<file path="src/rtl/qam16_pkg.sv">
// Shared QAM16 definitions: FSM states, Gray-coded constellation levels and
// the 2-bit-to-level mapping. The receiver-side demapper uses the same table.
package qam16_pkg;

    typedef enum logic {
        IDLE = 1'b0,
        RUN  = 1'b1
    } state_t;

    // Constellation levels in units of the amplitude parameter
    localparam logic signed [2:0] LVL_M3 = -3'sd3;
    localparam logic signed [2:0] LVL_M1 = -3'sd1;
    localparam logic signed [2:0] LVL_P1 = 3'sd1;
    localparam logic signed [2:0] LVL_P3 = 3'sd3;

    // Gray mapping: adjacent levels differ in a single bit
    function automatic logic signed [2:0] gray_level(input logic [1:0] bits);
        case (bits)
            2'b00:   return LVL_M3;
            2'b01:   return LVL_M1;
            2'b11:   return LVL_P1;
            default: return LVL_P3;
        endcase
    endfunction

endpackage

</file>
<file path="src/rtl/sync_fifo.sv">
// Small synchronous FIFO with registered occupancy count. The head entry is
// presented combinationally on rd_data_o. Because empty_o comes from the
// registered count, a word written at an edge is never readable at that same
// edge. DEPTH must be a power of two so the pointers wrap naturally.
module sync_fifo #(
    parameter int WIDTH = 4,
    parameter int DEPTH = 4
) (
    input  logic             clk,
    input  logic             rst,
    input  logic             wr_en_i,
    input  logic [WIDTH-1:0] wr_data_i,
    input  logic             rd_en_i,
    output logic [WIDTH-1:0] rd_data_o,
    output logic             full_o,
    output logic             empty_o
);

    localparam int AW = $clog2(DEPTH);

    logic [WIDTH-1:0] mem_q [DEPTH];
    logic [AW-1:0]    wr_ptr_q;
    logic [AW-1:0]    rd_ptr_q;
    logic [AW:0]      count_q;
    logic             wr_fire;
    logic             rd_fire;

    assign full_o    = (count_q == (AW+1)'(DEPTH));
    assign empty_o   = (count_q == '0);
    assign wr_fire   = wr_en_i && !full_o;
    assign rd_fire   = rd_en_i && !empty_o;
    assign rd_data_o = mem_q[rd_ptr_q];

    // Storage array; contents need no reset since the count gates visibility
    always_ff @(posedge clk) begin
        if (wr_fire) begin
            mem_q[wr_ptr_q] <= wr_data_i;
        end
    end

    // Pointers and occupancy; a simultaneous write and read leaves count unchanged
    always_ff @(posedge clk) begin
        if (rst) begin
            wr_ptr_q <= '0;
            rd_ptr_q <= '0;
            count_q  <= '0;
        end else begin
            if (wr_fire) begin
                wr_ptr_q <= wr_ptr_q + 1'b1;
            end
            if (rd_fire) begin
                rd_ptr_q <= rd_ptr_q + 1'b1;
            end
            case ({wr_fire, rd_fire})
                2'b10:   count_q <= count_q + 1'b1;
                2'b01:   count_q <= count_q - 1'b1;
                default: count_q <= count_q;
            endcase
        end
    end

endmodule

</file>
<file path="src/rtl/qam16_tx_mapper.sv">
// QAM16 transmit mapper: buffers 4-bit symbols, maps each to Gray-coded I/Q
// levels and upsamples by 4 (zero-stuffed or held), marking the first sample
// of every symbol with sync and flagging symbol slots that end with no data.
module qam16_tx_mapper
    import qam16_pkg::*;
#(
    parameter logic signed [15:0] AMP    = 16'sd2048,
    parameter bit                 ZSTUFF = 1'b1
) (
    input  logic               clk,
    input  logic               rst,
    input  logic [3:0]         din,
    input  logic               din_valid,
    output logic               din_ready,
    output logic signed [15:0] di,
    output logic signed [15:0] dq,
    output logic               sync,
    output logic               busy,
    output logic               underrun
);

    state_t             state_q, state_d;
    logic [1:0]         ph_q, ph_d;
    logic signed [15:0] di_q, di_d;
    logic signed [15:0] dq_q, dq_d;
    logic               sync_q, sync_d;
    logic               underrun_q, underrun_d;

    logic               pop;
    logic [3:0]         head;
    logic               fifo_full;
    logic               fifo_empty;

    // Level times amplitude at full width, truncated to the 16-bit sample
    function automatic logic signed [15:0] scale(input logic [1:0] bits);
        logic signed [2:0]  lvl;
        logic signed [31:0] prod;
        lvl  = gray_level(bits);
        prod = $signed({{29{lvl[2]}}, lvl}) * $signed({{16{AMP[15]}}, AMP});
        return prod[15:0];
    endfunction

    sync_fifo #(
        .WIDTH (4),
        .DEPTH (4)
    ) u_fifo (
        .clk       (clk),
        .rst       (rst),
        .wr_en_i   (din_valid),
        .wr_data_i (din),
        .rd_en_i   (pop),
        .rd_data_o (head),
        .full_o    (fifo_full),
        .empty_o   (fifo_empty)
    );

    // Next-state logic: start or continue symbols on phase 3, otherwise step the phase
    always_comb begin
        state_d    = state_q;
        ph_d       = ph_q;
        di_d       = '0;
        dq_d       = '0;
        sync_d     = 1'b0;
        underrun_d = 1'b0;
        pop        = 1'b0;
        case (state_q)
            IDLE: begin
                ph_d = 2'd0;
                if (!fifo_empty) begin
                    pop     = 1'b1;
                    di_d    = scale(head[3:2]);
                    dq_d    = scale(head[1:0]);
                    sync_d  = 1'b1;
                    state_d = RUN;
                end
            end
            RUN: begin
                if (ph_q != 2'd3) begin
                    ph_d = ph_q + 2'd1;
                    if (!ZSTUFF) begin
                        di_d = di_q;
                        dq_d = dq_q;
                    end
                end else if (!fifo_empty) begin
                    pop    = 1'b1;
                    di_d   = scale(head[3:2]);
                    dq_d   = scale(head[1:0]);
                    sync_d = 1'b1;
                    ph_d   = 2'd0;
                end else begin
                    state_d    = IDLE;
                    ph_d       = 2'd0;
                    underrun_d = 1'b1;
                end
            end
            default: begin
                state_d = IDLE;
                ph_d    = 2'd0;
            end
        endcase
    end

    // State, phase and output sample registers
    always_ff @(posedge clk) begin
        if (rst) begin
            state_q    <= IDLE;
            ph_q       <= 2'd0;
            di_q       <= '0;
            dq_q       <= '0;
            sync_q     <= 1'b0;
            underrun_q <= 1'b0;
        end else begin
            state_q    <= state_d;
            ph_q       <= ph_d;
            di_q       <= di_d;
            dq_q       <= dq_d;
            sync_q     <= sync_d;
            underrun_q <= underrun_d;
        end
    end

    assign din_ready = !fifo_full;
    assign di        = di_q;
    assign dq        = dq_q;
    assign sync      = sync_q;
    assign underrun  = underrun_q;
    assign busy      = (state_q == RUN);

endmodule

</file>
<file path="config.mk">
export PLATFORM = sky130hd
export DESIGN_NAME = qam16_tx_mapper
export DESIGN_NICKNAME = d
export VERILOG_FILES = /design/src/rtl/qam16_pkg.sv /design/src/rtl/sync_fifo.sv /design/src/rtl/qam16_tx_mapper.sv
export SDC_FILE = /design/constraint.sdc
export NUM_CORES = 1
export LEC_CHECK = 0
export BUFFER_PORTS_ARGS = -buffer_cell sky130_fd_sc_hd__clkbuf_2
export CAP_MARGIN = 20
export CORE_MARGIN = 10
export CORE_UTILIZATION = 50
export DETAILED_ROUTE_END_ITERATION = 12
export PLACE_DENSITY = 0.76
export SYNTH_ARGS = -nofsm -noshare
export SYNTH_HDL_FRONTEND = slang
export SYNTH_SLANG_ARGS = --single-unit
</file>
<file path="constraint.sdc">
create_clock -name clk -period 4.4 [get_ports clk]
set_input_delay 0.22 -clock clk [delete_from_list [all_inputs] [get_ports clk]]
set_output_delay 0.22 -clock clk [all_outputs]
set_load 0.03 [all_outputs]
</file>
==> impl_metrics.py, run 1 <==
metrics = {
    "worst_hold_path": {
        "hold_end": "u_fifo.mem_q[2][1]$_DFFE_PP_",
        "min_from": "din[1]",
        "hold_depth": 1,
        "hold_path_class": "input pin to register",
    },
    "drt": {
        "wirelength_met1_um": 932,
        "met2_length_um": 1172,
        "drt_iter0_markers": 22,
        "firstDrtPassIters": 4,
        "wl_per_cell_um": 12.62,
        "wl_met3_um": 403,
        "via_count": 914,
        "remaining_drc_errors": 0,
        "maxUsedRoutingLayer": "met4",
        "vias_per_cell": 4.547,
        "drt_wl_total_um": 2536,
        "detail-route-antenna-nets": 0,
    },
    "synth": {
        "synth_most_common_cell": "buf_4",
        "synth_edf_count": 16,
        "netlist_area_sq_um": 1663,
        "yosysTopAreaCell": "edfxtp_1",
        "yosysSeqAreaShare_pct": 50.56,
        "yosysTopAreaCellShare_pct": 28.89,
        "synthArstFlopShare_pct": 0,
        "syn_area_per_cell_sq_um": 12.14,
        "ys.flop_type": "dfxtp_1",
        "ys_ff_latch": 34,
        "yosys-top-cells-count": "buf_4, dfxtp_1, edfxtp_1, ha_1, inv_1",
        "yosys_warnings": 0,
        "synth_area_leaders": "edfxtp_1, dfxtp_1, buf_4",
        "ys_types": 32,
        "syn_inst": 137,
    },
    "worst_setup_path": {
        "cp_top_family": "adder cells",
        "r2r-start": "ph_q[0]$_SDFF_PP0_",
        "cp_num_buf_inv": 1,
        "crit_start": "ph_q[0]$_SDFF_PP0_",
        "crit_chain": "ha_1 -> nor2b_4 -> nor2_1 -> ha_1 -> inv_1 -> fa_1 -> xor2_1 -> or3_2 -> a21oi_1",
        "crit_top_cell": "ha_1",
        "r2r_cells": 9,
        "ff2ff_setup_slack_ns": 2.21,
        "reg2reg_to": "u_fifo.count_q[2]$_SDFFE_PP0P_",
        "crit_path_end_kind": "register",
        "crit_path_top_delay_cell": "or3_2",
        "arrival_ns": 2.45,
        "critical_path_class": "register to register",
        "cp-start-kind": "register",
        "cpPeakStageDelay_ns": 0.41,
        "cp.required_ns": 4.66,
        "crit_fanout": 7,
    },
    "sta": {
        "timing.hold.ws_ns": 0.1148,
        "slew_viol_final": 0,
        "skew_ns": 0.005754,
        "finalSetupViolCount": 0,
        "rsz0062_at_grt": "false",
        "period_minus_slack_ns": 2.190,
        "fin_crit_sh_pct": 49.78,
        "tns_ns": 0,
        "hold_viol_final": 0,
        "clock.fmax_mhz": 456.5,
    },
    "floorplanning": {
        "core_region_area_sq_um": 3128,
        "die_x_um": 77.67,
        "design.die.area_sq_um": 6033,
        "start_util_pct": 53.16,
        "fp-row-count": 20,
        "die_h_um": 77.67,
        "ios": 43,
    },
    "clock_network": {
        "cts_resized": 0,
        "clkSinkCount": 34,
        "numCtsBuffers": 5,
        "cts_tree": "built",
        "postCtsSetupRepairBufs": 0,
        "h-tree-depth": 2,
        "clk_path_buf_depth": 2,
        "holdBufCountCts": 0,
        "clkTransAtPathRegs_ns": 0.10,
        "root_buffer": "clkbuf_4",
        "insertion_delay_ns": 0.33,
    },
    "power": {
        "p_seq_share_pct": 42.6,
        "clkPwrFrac_pct": 14.3,
        "p_per_area_nw_per_um2": 620.8,
        "combinationalPowerShare_pct": 43.1,
        "p_total_mw": 1.075,
        "intPower_mw": 0.6327,
        "peakVddDrop_uv": 258.9,
        "power.switching_mw": 0.4424,
        "switching_share_pct": 41.15,
        "leakage_nw": 0.7510,
    },
    "grt": {
        "grt_first_pass_wirelength_um": 4250,
        "antenna_found_initial": 0,
        "groute.usage.overall_pct": 8.838,
        "grt_max_degree": 16,
        "first_global_vias": 955,
        "grt.overflow.total": 0,
    },
    "place": {
        "gp_congestion": 0.7000,
        "dpl.hpwl_um": 2082,
        "portBuffers": 20,
    },
    "finish": {
        "fin_nets": 176,
        "n_antenna_cell": 0,
        "layout-drive-gt1-share_pct": 24.20,
        "syn_to_final_growth_pct": 4.138,
    },
    "flow_run": {
        "maxCapViolations": 0,
    },
    "run_status": {
        "status": "completed",
    },
}
[registers in the layout (all words and copies together) (netlist names), named ones only]
| signal | count |
|---|---|
| ph_q | 2 |
| u_fifo.count_q | 3 |
| dq | 2 |
| u_fifo.rd_ptr_q | 2 |
| u_fifo.wr_ptr_q | 2 |
| u_fifo.mem_q | 16 |
| underrun | 1 |
| di | 3 |
| busy | 1 |
[logic make-up after synthesis]
logic type	after synthesis	synth area share (%)
fa+ha+maj	13	10.23
flops	34	50.56
simple gates	29	11.89
buf+inv	42	15.80
other cells	1	0.2255
compound gates	10	3.537
xor+xnor	2	1.054
mux	6	6.697
[metrics by stage]
stage | util [%] | instances | worst slack, ns | instance area [sq um]
after floorplan | - | 158 | 2.378 | 1742
after global placement | 53.80 | 193 | 2.332 | 1683
after detailed placement | 53.80 | 193 | 2.221 | 1683
after CTS | 55.36 | 201 | 2.208 | 1732
after global routing | 55.36 | 201 | 2.049 | 1732
final | 55.36 | 201 | 2.210 | 1732
[layout by cell type, fill, tap and decap left out, types with 2 or more instances in the layout]
master / count
conb_1: 22
clkbuf_2: 20
dfxtp_1: 18
edfxtp_1: 16
ha_1: 12
inv_1: 11
nor2_1: 9
and2_1: 6
a21oi_1: 6
clkbuf_4: 5
mux4_2: 4
clkinv_1: 4
xor2_1: 2
o21ai_0: 2
nor3_2: 2
nand2b_1: 2
[layer usage]
layer	track usage (%)	up-vias
li1	-	450
met4	3.285	0
met5	0	-
met2	13.93	45
met1	7.975	414
met3	7.949	5
[power groups by stage]
stage	Combinational [mW]	Clock [mW]	Sequential, mW
2_1_floorplan	0.369	0	0.492
3_3_place_gp	0.446	0	0.462
3_5_place_dp	0.467	0	0.466
4_1_cts	0.469	0.160	0.459
5_1_grt	0.524	0.181	0.469
6_report	0.463	0.154	0.458
[final cells by class]
cell class	count	area, sq um
fill	266	1396
sequential	34	840.8
multi-input combinational	82	638.1
timing repair buffer	20	100.1
tap	44	55.05
inverter	13	48.80
clock buffer	5	37.54
clock inverter	3	11.26
[how the worst max path moves through the flow]
stage | end | slack (ns) | cells after the start
5_1_grt | u_fifo.count_q[2]$_SDFFE_PP0P_ | 2.05 | 9
4_1_cts | u_fifo.count_q[2]$_SDFFE_PP0P_ | 2.21 | 9
3_3_place_gp | u_fifo.count_q[2]$_SDFFE_PP0P_ | 2.33 | 9
2_1_floorplan | u_fifo.count_q[2]$_SDFFE_PP0P_ | 2.38 | 9
3_5_place_dp | u_fifo.count_q[2]$_SDFFE_PP0P_ | 2.22 | 9
6_report | u_fifo.count_q[2]$_SDFFE_PP0P_ | 2.21 | 9
Note: power is estimated with default switching activity, not from simulation.
==> inputs of run 2 (changes only) <==
- ABC_AREA: default -> 1
- CORE_UTILIZATION: 50 -> 47
- PLACE_DENSITY: 0.76 -> 0.75
- clock period: 4.4 -> 2 ns (I/O delays scaled with it)
==> run 2 against run 1 <==
Synthesized area grew 4.5%. Power increased by 150%. Flip-flop and latch count unchanged. Clock power grew to 4.0 times the previous value. Utilization fell by 3.8 points. Register-to-register slack worse by 2.0 ns. First-iteration DRC count is 27% lower. Critical endpoint unchanged. Largest cell class unchanged. Highest routed layer unchanged.
==> impl_metrics.py, run 2 <==
metrics = {
    "worst_setup_path": {
        "cp-start-kind": "register",
        "crit_start": "u_fifo.count_q[1]$_SDFFE_PP0P_",
        "arrival_ns": 2.00,
        "cp_num_buf_inv": 3,
        "cp.required_ns": 2.18,
        "crit_fanout": 7,
        "crit_path_end_kind": "register",
        "critical_path_class": "register to register",
        "cpPeakStageDelay_ns": 0.38,
        "crit_path_top_delay_cell": "fa_1",
        "cp_top_family": "simple AND/OR/NAND/NOR gates",
        "r2r-start": "u_fifo.count_q[1]$_SDFFE_PP0P_",
        "crit_chain": "inv_1 -> nand3_4 -> nand2_4 -> ha_1 -> inv_1 -> fa_1 -> inv_1 -> nand2_1 -> nand3_1 -> nand2_1 -> nand2_1 -> nor2_1",
    },
    "finish": {
        "multi_input_area_sq_um": 611.8,
        "largest_register": "u_fifo.mem_q",
        "syn_to_final_growth_pct": 6.911,
        "fillers": 343,
        "final_common_cell": "inv_1",
        "layout-drive-gt1-share_pct": 18.50,
        "mostFrequentLayoutCells": "inv_1, conb_1, nand2_1, clkbuf_2, dfxtp_1",
        "largest_register_ff_count": 16,
        "seqCellArea_sq_um": 840.8,
        "n_antenna_cell": 0,
        "fin_nets": 219,
    },
    "clock_network": {
        "cts_resized": 0,
        "cts_tree": "built",
        "insertion_delay_ns": 0.28,
        "clkSinkCount": 34,
        "h-tree-depth": 2,
        "holdBufCountCts": 0,
        "root_buffer": "clkbuf_8",
        "numCtsBuffers": 5,
        "clkTransAtPathRegs_ns": 0.07,
        "clk_path_buf_depth": 2,
        "postCtsSetupRepairBufs": 0,
    },
    "drt": {
        "drt_iter0_markers": 16,
        "firstDrtPassIters": 4,
        "via_count": 1067,
        "wl_per_cell_um": 10.60,
        "drt_wl_total_um": 2630,
        "remaining_drc_errors": 0,
        "detail-route-antenna-nets": 0,
        "vias_per_cell": 4.302,
    },
    "synth": {
        "ys_types": 22,
        "yosysTopAreaCell": "edfxtp_1",
        "synth_edf_count": 16,
        "syn_inst": 181,
        "syn_area_per_cell_sq_um": 9.602,
        "synth_area_leaders": "edfxtp_1, dfxtp_1, buf_4",
        "yosysSeqAreaShare_pct": 48.38,
        "yosysTopAreaCellShare_pct": 27.65,
        "synth_most_common_cell": "inv_1",
        "netlist_area_sq_um": 1738,
        "synthArstFlopShare_pct": 0,
        "yosys-top-cells-count": "inv_1, buf_4, nand2_1, dfxtp_1, edfxtp_1",
        "ys.flop_type": "dfxtp_1",
        "ys_ff_latch": 34,
        "yosys_warnings": 0,
    },
    "sta": {
        "timing.hold.ws_ns": 0.03750,
        "slew_viol_final": 0,
        "fin_crit_sh_pct": 91.05,
        "rsz0062_at_grt": "false",
        "skew_ns": 0.003400,
        "tns_ns": 0,
        "period_minus_slack_ns": 1.821,
        "hold_viol_final": 0,
        "finalSetupViolCount": 0,
        "clock.fmax_mhz": 549.1,
    },
    "power": {
        "peakVddDrop_uv": 576.2,
        "p_per_area_nw_per_um2": 1445,
        "leakage_nw": 0.8846,
        "p_total_mw": 2.685,
    },
    "grt": {
        "grt_max_degree": 17,
        "groute.usage.overall_pct": 8.295,
        "grt.overflow.total": 0,
        "grt_first_pass_wirelength_um": 4257,
        "antenna_found_initial": 0,
        "first_global_vias": 1023,
    },
    "worst_hold_path": {
        "hold_path_class": "input pin to register",
        "min_from": "din[1]",
    },
    "floorplanning": {
        "design.die.area_sq_um": 6530,
        "ios": 43,
        "core_region_area_sq_um": 3606,
        "fp-row-count": 22,
        "start_util_pct": 48.20,
        "die_h_um": 80.81,
        "die_x_um": 80.81,
    },
    "run_status": {
        "status": "completed",
    },
    "place": {
        "portBuffers": 20,
        "dpl.hpwl_um": 2143,
        "gp_congestion": 0.8463,
    },
    "flow_run": {
        "maxCapViolations": 0,
    },
}
-- run 2: cell families (layout without fill, tap and decap cells) --
family | count (synthesis) | count (layout) | synth area share (%)
buffers and inverters | 65 | 63 | 20.95
AND/OR/NAND/NOR | 47 | 47 | 13.32
AO/OA/AOI/OAI | 21 | 21 | 7.343
flip-flops | 34 | 34 | 48.38
other | 1 | 22 | 0.2158
adder cells (fa/ha/maj) | 13 | 13 | 9.791
-- run 2: path summary, 6_finish.rpt --
kind | end | slack [ns] | cells past startpoint
worst min-delay path | u_fifo.mem_q[1][1]$_DFFE_PP_ | 0.04 | 1
worst max-delay path | u_fifo.count_q[2]$_SDFFE_PP0P_ | 0.18 | 12
worst min register to register | ph_q[0]$_SDFF_PP0_ | 0.44 | 1
worst max register to register | u_fifo.count_q[2]$_SDFFE_PP0P_ | 0.18 | 12
-- run 2: final cells by class --
cell class,count,share of cell area (%)
tap,48,3.232
multi-input combinational,103,32.93
clock inverter,3,2.424
sequential,34,45.25
inverter,35,7.071
timing repair buffer,20,5.387
clock buffer,5,3.704
-- run 2: power by group --
part | switching, mW | total (mW) | internal [mW] | leakage (nW)
Sequential | 0.106 | 0.987 | 0.881 | 0.295
Combinational | 0.737 | 1.08 | 0.338 | 0.540
Clock | 0.252 | 0.623 | 0.370 | 0.0504
-- run 2: layer usage --
layer / GRT usage (%) / wire [um] / part of all wire (%)
met1: 8.696 / 1063 / 40
met5: 0 / 0 / 0
met2: 13.46 / 1115 / 42
met4: 4.671 / 41 / 1.6
met3: 3.974 / 409 / 16
-- run 2: stage by stage --
step	cells	setup slack [ns]	area, sq um	utilization (%)
2_1_floorplan	202	0.2555	1817	-
4_1_cts	248	0.1750	1858	51.53
5_1_grt	248	0.02760	1858	51.53
3_3_place_gp	240	0.2573	1744	48.37
3_5_place_dp	240	0.2061	1744	48.37
6_report	248	0.1789	1858	51.53
==> inputs of run 3 (changes only) <==
- CORE_UTILIZATION: 47 -> 50
- PLACE_DENSITY: 0.75 -> 0.76
- REMOVE_ABC_BUFFERS: default -> 1
- clock period: 2 -> 1.94 ns (I/O delays scaled with it)
==> run 3 against run 2 <==
Clock power grew 2%. Final cell count grew 1.2%. Sequential power is essentially flat. Clock skew grew 0.0044 ns. Critical path depth is the same. Power grew 3.6%. Combinational power grew 4%. Cell area grew 1.9%. Utilization grew 5.2 points.
==> impl_metrics.py, run 3 (synthesized netlist as in run 2, its figures left out) <==
metrics = {
    "drt": {
        "drt_wl_total_um": 2787,
        "drt_iter0_markers": 30,
        "firstDrtPassIters": 4,
        "via_count": 1095,
        "wl_per_cell_um": 11.10,
        "vias_per_cell": 4.363,
        "remaining_drc_errors": 0,
        "detail-route-antenna-nets": 0,
    },
    "floorplanning": {
        "start_util_pct": 52.08,
        "die_h_um": 78.96,
        "fp-row-count": 21,
        "core_region_area_sq_um": 3337,
        "ios": 43,
        "die_x_um": 78.96,
        "design.die.area_sq_um": 6234,
    },
    "finish": {
        "fin_nets": 224,
        "largest_register_ff_count": 16,
        "mostFrequentLayoutCells": "inv_1, conb_1, nand2_1, clkbuf_2, dfxtp_1",
        "largest_register": "u_fifo.mem_q",
        "n_antenna_cell": 0,
        "final_common_cell": "inv_1",
        "syn_to_final_growth_pct": 8.928,
        "layout-drive-gt1-share_pct": 18.05,
        "design_area_sq_um": 1893,
        "final_cells": 251,
    },
    "place": {
        "dp.cells": 238,
        "place_area_sq_um": 1742,
        "dpl.hpwl_um": 2184,
        "gp_congestion": 0.8218,
        "dp_slack_ns": 0.1344,
        "portBuffers": 20,
    },
    "clock_network": {
        "h-tree-depth": 2,
        "numCtsBuffers": 5,
        "postCtsSetupRepairBufs": 0,
        "root_buffer": "clkbuf_4",
        "insertion_delay_ns": 0.34,
        "cts_tree": "built",
        "clk_path_buf_depth": 2,
        "clkTransAtPathRegs_ns": 0.10,
        "clkSinkCount": 34,
    },
    "grt": {
        "first_global_vias": 1100,
        "antenna_found_initial": 0,
        "grt_max_degree": 17,
        "grt.overflow.total": 0,
        "grt_first_pass_wirelength_um": 4657,
        "groute.usage.overall_pct": 9.246,
    },
    "sta": {
        "rsz0062_at_grt": "false",
        "clock.fmax_mhz": 550.3,
        "skew_ns": 0.007790,
        "fin_crit_sh_pct": 93.67,
        "hold_viol_final": 0,
        "tns_ns": 0,
        "slew_viol_final": 0,
        "finalSetupViolCount": 0,
        "period_minus_slack_ns": 1.817,
        "finalWorstSetupSlack_ns": 0.1228,
    },
    "run_status": {
        "status": "completed",
    },
    "power": {
        "peakVddDrop_uv": 1073,
        "p_per_area_nw_per_um2": 1469,
        "leakage_nw": 0.9077,
    },
    "worst_setup_path": {
        "crit_chain": "ha_1 -> nor2_2 -> nor2_4 -> ha_1 -> inv_1 -> fa_1 -> inv_1 -> nand2_1 -> nand3_1 -> nand2_1 -> nand2_1 -> nor2_1",
        "crit_path_top_delay_cell": "fa_1",
        "cp_top_family": "adder cells",
        "cp_num_buf_inv": 2,
        "cp-start-kind": "register",
        "reg2reg_to": "u_fifo.count_q[2]$_SDFFE_PP0P_",
        "cp.required_ns": 2.19,
        "ff2ff_setup_slack_ns": 0.12,
        "crit_start": "ph_q[0]$_SDFF_PP0_",
        "critical_path_class": "register to register",
        "crit_path_end_kind": "register",
        "cpPeakStageDelay_ns": 0.39,
        "cp.depth": 12,
        "arrival_ns": 2.06,
        "crit_fanout": 3,
        "crit_top_cell": "nand2_1",
        "r2r-start": "ph_q[0]$_SDFF_PP0_",
        "r2r_cells": 12,
        "crit_path_end": "u_fifo.count_q[2]$_SDFFE_PP0P_",
    },
    "flow_run": {
        "maxCapViolations": 0,
    },
    "worst_hold_path": {
        "hold_path_class": "input pin to register",
    },
}
==> run 3: metrics by stage <==
step | total power [mW] | util [%] | hold slack [ns]
floorplan | 1.896 | - | 0.1661
global placement | 2.125 | 52.19 | 0.3141
detailed placement | 2.154 | 52.19 | 0.3213
CTS | 2.804 | 56.73 | 0.05206
global route | 3.008 | 56.73 | 0.06146
finish | 2.781 | 56.73 | 0.05607
==> run 3: final cells by class <==
cell class              instances  area (sq um)
inverters                      35         131.4
clock buffers                   5         37.54
flip-flops and latches         34         840.8
well taps                      46         57.56
fillers                       293          1444
clock inverters                 3         63.81
multi-input cells             103         611.8
repair buffers                 25         150.1
==> run 3: timing repair <==
action / 4_1_cts / 5_1_grt
setup endpoints to repair: 0 / 1
endpoints found under the hold margin: 18 / 0
hold buffers: 5 / 0
gates resized for setup: 0 / 1
==> run 3: metal layers <==
metal | GRT usage, % | up-vias | routed length [um]
met5 | 0 | - | 0
met4 | 3.763 | 0 | 40
met3 | 6.757 | 4 | 396
met2 | 15.05 | 42 | 1261
met1 | 8.794 | 484 | 1088
li1 | - | 565 | -
==> run 3: tightest hold or removal path, cell delays in order <==
cell      delay, ns
clkbuf_2       0.12
nand3_1        0.08
a21oi_1        0.06
==> run 3: worst min path at each step <==
stage,slack (ns),depth (start not counted),start,end
after detailed placement,0.32,1,din[0],u_fifo.mem_q[1][0]$_DFFE_PP_
after global routing,0.06,3,din_valid,u_fifo.wr_ptr_q[0]$_SDFFE_PP0P_
after floorplan,0.17,1,rst,u_fifo.wr_ptr_q[0]$_SDFFE_PP0P_
after CTS,0.05,3,din_valid,u_fifo.wr_ptr_q[0]$_SDFFE_PP0P_
after global placement,0.31,1,din[0],u_fifo.mem_q[3][0]$_DFFE_PP_
final,0.06,3,din_valid,u_fifo.wr_ptr_q[0]$_SDFFE_PP0P_
==> run 3: power by group <==
group          internal [mW]  total, mW  switching [mW]
combinational          0.352       1.12           0.769
sequential             0.908       1.02           0.114
clock                  0.397      0.638           0.241
